$ cat src/rtl/pc_fetch_unit_if.sv
// Instruction-memory fetch port: request/address out, ack/data back.
// Latency: purely a bundle of wires, no storage.
// Backpressure: the requester holds req/addr stable until ack is seen.
//
// Signals:
//   imem_req   - fetch request (requester -> memory)
//   imem_addr  - fetch address (requester -> memory)
//   imem_ack   - imem_rdata is valid this cycle (memory -> requester)
//   imem_rdata - fetched instruction word (memory -> requester)
interface pc_fetch_unit_if;
  logic        imem_req;
  logic [31:0] imem_addr;
  logic        imem_ack;
  logic [31:0] imem_rdata;

  modport master (
    output imem_req,
    output imem_addr,
    input  imem_ack,
    input  imem_rdata
  );

  modport slave (
    input  imem_req,
    input  imem_addr,
    output imem_ack,
    output imem_rdata
  );
endinterface

$ cat src/rtl/pc_fetch_unit.sv
// Program counter and fetch sequencer feeding the control unit.
// Latency: 2 cycles per instruction with zero-wait memory (FETCH, EXEC), +1 per wait cycle.
// Backpressure: stalls in FETCH with req/addr held until imem_ack; ack outside FETCH ignored.
//
// Ports:
//   clk, rst        - clock, asynchronous active-high reset
//   PC_control      - next-PC select (0/other=PC+4, 1=J, 2=JR, 3=branch taken), used in EXEC
//   jump_target     - J target field, branch_offset - signed word offset, jr_target - rs data
//   imem            - instruction memory fetch port (master side)
//   instruction     - latched instruction word driving the control unit
//   instr_valid     - high for the single EXEC cycle
//   pc, pc_plus4    - current PC and PC+4
//   misalign_err    - sticky flag, set on a misaligned JR target (unit then halts)
//   retired_count   - committed instruction count, wraps
module pc_fetch_unit #(
  parameter logic [31:0] RESET_VECTOR = 32'h0000_0000,
  parameter int          COUNT_WIDTH  = 32
) (
  input  logic                   clk,
  input  logic                   rst,
  input  logic [3:0]             PC_control,
  input  logic [25:0]            jump_target,
  input  logic [15:0]            branch_offset,
  input  logic [31:0]            jr_target,
  pc_fetch_unit_if.master        imem,
  output logic [31:0]            instruction,
  output logic                   instr_valid,
  output logic [31:0]            pc,
  output logic [31:0]            pc_plus4,
  output logic                   misalign_err,
  output logic [COUNT_WIDTH-1:0] retired_count
);

  typedef enum logic [1:0] {
    IDLE  = 2'd0,
    FETCH = 2'd1,
    EXEC  = 2'd2,
    HALT  = 2'd3
  } state_t;

  state_t      state;
  logic        req_q;
  logic [31:0] branch_target;
  logic [31:0] next_pc;
  logic        jr_misaligned;

  assign pc_plus4       = pc + 32'd4;
  assign imem.imem_addr = pc;
  assign imem.imem_req  = req_q;

  // Sign-extended word offset, added to the already-incremented PC.
  assign branch_target = pc_plus4 + {{14{branch_offset[15]}}, branch_offset, 2'b00};

  assign jr_misaligned = (PC_control == 4'd2) && (jr_target[1:0] != 2'b00);

  always_comb begin
    next_pc = pc_plus4;
    case (PC_control)
      4'd1:    next_pc = {pc_plus4[31:28], jump_target, 2'b00};
      4'd2:    next_pc = jr_target;
      4'd3:    next_pc = branch_target;
      default: next_pc = pc_plus4;
    endcase
  end

  // req and instr_valid are registered copies of the state they belong to,
  // so they are set on the transition into FETCH / EXEC respectively.
  always_ff @(posedge clk or posedge rst) begin
    if (rst) begin
      state         <= IDLE;
      pc            <= RESET_VECTOR;
      req_q         <= 1'b0;
      instruction   <= 32'h0000_0000;
      instr_valid   <= 1'b0;
      misalign_err  <= 1'b0;
      retired_count <= '0;
    end else begin
      case (state)
        IDLE: begin
          state <= FETCH;
          req_q <= 1'b1;
        end
        FETCH: begin
          if (imem.imem_ack) begin
            instruction <= imem.imem_rdata;
            state       <= EXEC;
            req_q       <= 1'b0;
            instr_valid <= 1'b1;
          end
        end
        EXEC: begin
          instr_valid <= 1'b0;
          if (jr_misaligned) begin
            // Faulting JR does not commit: PC and count stay put.
            misalign_err <= 1'b1;
            state        <= HALT;
          end else begin
            pc            <= next_pc;
            retired_count <= retired_count + COUNT_WIDTH'(1);
            state         <= FETCH;
            req_q         <= 1'b1;
          end
        end
        default: begin
          // HALT: only reset leaves this state.
          req_q       <= 1'b0;
          instr_valid <= 1'b0;
        end
      endcase
    end
  end

endmodule

$ cat src/flat_wrapper.sv
// flat-port wrapper written by rule: the top's interface ports become plain ports
module pc_fetch_unit_flat 
#(
  parameter logic [31:0] RESET_VECTOR = 32'h0000_0000,
  parameter int          COUNT_WIDTH  = 32
)
  (clk, rst, PC_control, jump_target, branch_offset, jr_target, instruction, instr_valid, pc, pc_plus4, misalign_err, retired_count, imem_imem_req, imem_imem_addr, imem_imem_ack, imem_imem_rdata);
  pc_fetch_unit_if imem_i ();
  input  logic clk;
  input  logic rst;
  input  logic [3:0] PC_control;
  input  logic [25:0] jump_target;
  input  logic [15:0] branch_offset;
  input  logic [31:0] jr_target;
  output logic [31:0] instruction;
  output logic instr_valid;
  output logic [31:0] pc;
  output logic [31:0] pc_plus4;
  output logic misalign_err;
  output logic [COUNT_WIDTH-1:0] retired_count;
  output wire logic [$bits(imem_i.imem_req)-1:0] imem_imem_req;
  output wire logic [$bits(imem_i.imem_addr)-1:0] imem_imem_addr;
  input wire logic [$bits(imem_i.imem_ack)-1:0] imem_imem_ack;
  input wire logic [$bits(imem_i.imem_rdata)-1:0] imem_imem_rdata;
  assign imem_imem_req = imem_i.imem_req;
  assign imem_imem_addr = imem_i.imem_addr;
  assign imem_i.imem_ack = imem_imem_ack;
  assign imem_i.imem_rdata = imem_imem_rdata;
  pc_fetch_unit #(.RESET_VECTOR(RESET_VECTOR), .COUNT_WIDTH(COUNT_WIDTH)) u_core (.clk(clk), .rst(rst), .PC_control(PC_control), .jump_target(jump_target), .branch_offset(branch_offset), .jr_target(jr_target), .imem(imem_i), .instruction(instruction), .instr_valid(instr_valid), .pc(pc), .pc_plus4(pc_plus4), .misalign_err(misalign_err), .retired_count(retired_count));
endmodule
$ cat config.mk
export PLATFORM = sky130hd
export DESIGN_NAME = pc_fetch_unit_flat
export DESIGN_NICKNAME = d
export VERILOG_FILES = /design/src/rtl/pc_fetch_unit_if.sv /design/src/rtl/pc_fetch_unit.sv /design/src/flat_wrapper.sv
export SDC_FILE = /design/constraint.sdc
export NUM_CORES = 1
export LEC_CHECK = 0
export CAP_MARGIN = 5
export CORE_MARGIN = 4
export CORE_UTILIZATION = 51
export CTS_BUF_LIST = sky130_fd_sc_hd__clkbuf_2
export DETAILED_ROUTE_END_ITERATION = 8
export GPL_ROUTABILITY_DRIVEN = 0
export HOLD_SLACK_MARGIN = 0.15
export PLACE_DENSITY = 0.9
export SLEW_MARGIN = 20
export SYNTH_ARGS = -nofsm -noshare
export SYNTH_HDL_FRONTEND = slang
export SYNTH_SLANG_ARGS = --single-unit
export TNS_END_PERCENT = 20
$ cat constraint.sdc
create_clock -name clk -period 12.4 [get_ports clk]
set_clock_uncertainty 0.1 [all_clocks]
set_input_delay 1.86 -clock clk [delete_from_list [all_inputs] [get_ports clk]]
set_output_delay 1.86 -clock clk [all_outputs]
set_load 0.02 [all_outputs]
==> impl_metrics.tcl <==
set metrics [dict create \
    vias 7865 \
    grtUsageMet3_pct 4.953 \
    root_buffer "clkbuf_2" \
    io_buffer_count 275 \
    syn_to_final_growth_pct 36.88 \
    grt_max_degree 66 \
    post_cts_resized 0 \
    max-vdd-ir-drop_v 0.0001465 \
    cts.sinks 101 \
    power_mw 2.365 \
    cp.required_ns 10.44 \
    dp_cells 1260 \
    setup_ws_ns 6.614 \
    synth_seq_cells 101 \
    placed_cell_area_sq_um 10260 \
    drc 0 \
    hold_class "flip-flop to flip-flop" \
    finalInstanceArea_sq_um 10420 \
    ioPinCount 276 \
    hold_buffers 0 \
    first_pass_iters 5 \
    r2r_cells 14 \
    synthCells 862 \
    h-tree-depth 3 \
    antenna_cells 0 \
    fin_crit_ns 5.786 \
    ys_top_cells_by_area "dfrtp_1, ha_1, xnor2_1, mux2_2, nand2_1" \
    ant_nets 0 \
    start_util_pct 52.19 \
    routed_wirelength_um 26740 \
    setup_violations 0 \
    cp_max_fo 6 \
    grt_pass1_vias 7743 \
    critPathCaptureType "output pin" \
    grt_pass1_wl_um 40520 \
    antenna_found_initial 1 \
    drt-initial-drc-count 783 \
    coreArea_sq_um 14590 \
    yosysWarnings 0 \
    drive_gt1_share_pct 6.960 \
    synth_ff_type "dfrtp_1" \
    clockBufferDepth 2 \
    clock_latency_ns 0.60 \
    synth_cell_type_count 83 \
    setup_tns_ns 0 \
    grt.met1_usage_pct 38.01 \
    whs_ns 0.4092 \
    drv_slew 0 \
    tightestPinTransition_ns 1.120 \
    max_freq_mhz 172.8 \
    syn_area_sq_um 7614 \
    max-slew-margin-rel_pct 25.31 \
    cts_tree "yes" \
    maxCapViolCount 0 \
    rsz0062_at_grt "no" \
    hpwlAfterDp_um 20850 \
    routed_via_density 6.164 \
    power.leakage_nw 4.327 \
    crit_arrival_ns 3.83 \
    synth.yosys.seq_area_share_pct 33.20 \
    status "finished, final reports clean" \
    grtUsageTotal_pct 30.57 \
    synth_top_cell_area_share_pct 33.20 \
    synth.largest_area_cell "dfrtp_1" \
    r2r_slack_ns 7.68 \
    post-cts-setup-buffer-count 0 \
    fin_nets 1242 \
    rows 44 \
    utilization_pct 71.43 \
    dpl_worst_slack_ns 7.174 \
    grt_busiest_layer "met2" \
    powerDensity_nw_per_um2 226.9 \
    finalNonFillerCells 1276 \
    clk_pin_slew_ns 0.30 \
    hold_viol_final 0 \
    critPathKind "flip-flop to output pin" \
    syn_area_per_cell_sq_um 8.832 \
    dieArea_sq_um 16950 \
    fp.dieH_um 130.2 \
    cts_made_buffers 9 \
    worstHoldPathCells 1 \
    wire_per_inst_um 20.96 \
    synth_edf_count 0 \
    syn_nets 1017 \
    dieWidth_um 130.2 \
    synth-async-reset-ratio_pct 100.0 \
    finalCritPeriodShare_pct 46.66 \
    use_met2_pct 51.99 \
    gr-total-overflow 0 \
    critPathLaunchType "flip-flop" \
]
-- synthesized netlist by cell type, drive strengths merged, types with 3 or more instances --
cell,n
or3,3
o21a,11
o22ai,12
o21bai,5
o211ai,5
and3,14
a21oi,50
mux2i,8
nor3b,5
a2bb2oi,3
nand2,89
buf,43
nor3,15
nand4,23
and4,6
nor2,54
a21o,11
o22a,3
xor2,25
dfrtp,101
nand3,19
mux2,33
xnor2,49
clkbuf,25
o21ai,63
inv,38
o221ai,4
a31oi,15
a211oi,10
a21boi,3
and2,8
a32oi,3
nor2b,9
ha,41
nor4,7
o31ai,6
-- cell type report --
type | count | area, sq um
Multi-Input combinational cell | 655 | 4554
Fill cell | 1108 | 4168
Timing Repair Buffer | 282 | 2805
Sequential cell | 101 | 2527
Tap cell | 184 | 230.2
Inverter | 38 | 145.1
Clock inverter | 7 | 113.9
Clock buffer | 9 | 45.04
-- worst max-delay path, cell delays in order, from the launching register on --
cell and delay [ns]:
dfrtp_1 0.47, ha_1 0.28, and4_1 0.33, nand3_1 0.27, nor4_1 0.66, nand2_1 0.22
xnor2_1 0.34, clkdlybuf4s50_1 0.68
-- flip-flops by register name (all words and copies together) (netlist names) --
name	count
u_core.imem.imem_req	1
u_core.retired_count	32
u_core.instruction	32
u_core.misalign_err	1
u_core.instr_valid	1
u_core.imem.imem_addr	32
u_core.state	2
-- kinds of logic (layout without fill, tap and decap cells) --
| logic type | count (synthesis) | after routing | share of synthesized area, % |
|---|---|---|---|
| multiplexers | 41 | 41 | 5.933 |
| AND/OR/NAND/NOR | 264 | 264 | 17.57 |
| XOR/XNOR | 75 | 75 | 8.825 |
| AO/OA/AOI/OAI | 233 | 233 | 20.44 |
| buffers and inverters | 106 | 336 | 7.034 |
| adder cells (fa/ha/maj) | 42 | 42 | 7.001 |
| flip-flops | 101 | 101 | 33.20 |
-- layout by cell type, fill, tap and decap left out, drive strengths merged, types with 4 or more instances in the layout --
cell           instances
clkdlybuf4s50        275
dfrtp                101
nand2                 89
o21ai                 63
nor2                  54
a21oi                 50
xnor2                 49
inv                   42
ha                    41
mux2                  33
xor2                  25
nand4                 23
nand3                 19
nor3                  15
a31oi                 15
and3                  14
o22ai                 12
o21a                  11
a21o                  11
a211oi                10
nor2b                  9
clkbuf                 9
and2                   8
mux2i                  8
buf                    7
nor4                   7
and4                   6
o31ai                  6
o211ai                 5
o21bai                 5
nor3b                  5
o221ai                 4
-- layer usage --
metal | share of wire, % | vias up
met2 | 47 | 522
met3 | 9.9 | 116
li1 | - | 3530
met1 | 38 | 3695
met5 | 0.041 | -
met4 | 4.7 | 2
-- worst paths after layout --
path	from	to
worst max register to register	u_core.imem.imem_addr[2]	u_core.imem.imem_addr[30]
worst max-delay path	u_core.imem.imem_addr[2]	pc_plus4[20]
worst min-delay path	u_core.retired_count[5]	u_core.retired_count[5]
max in group asynchronous	rst	u_core.instruction[25]
worst min register to register	u_core.retired_count[5]	u_core.retired_count[5]
min in group asynchronous	rst	u_core.imem.imem_addr[19]
-- where the power goes --
group	switching, mW	internal [mW]
Sequential	0.158	0.440
Combinational	0.846	0.723
Clock	0.126	0.0726
Note: power is estimated with default switching activity, not from simulation.
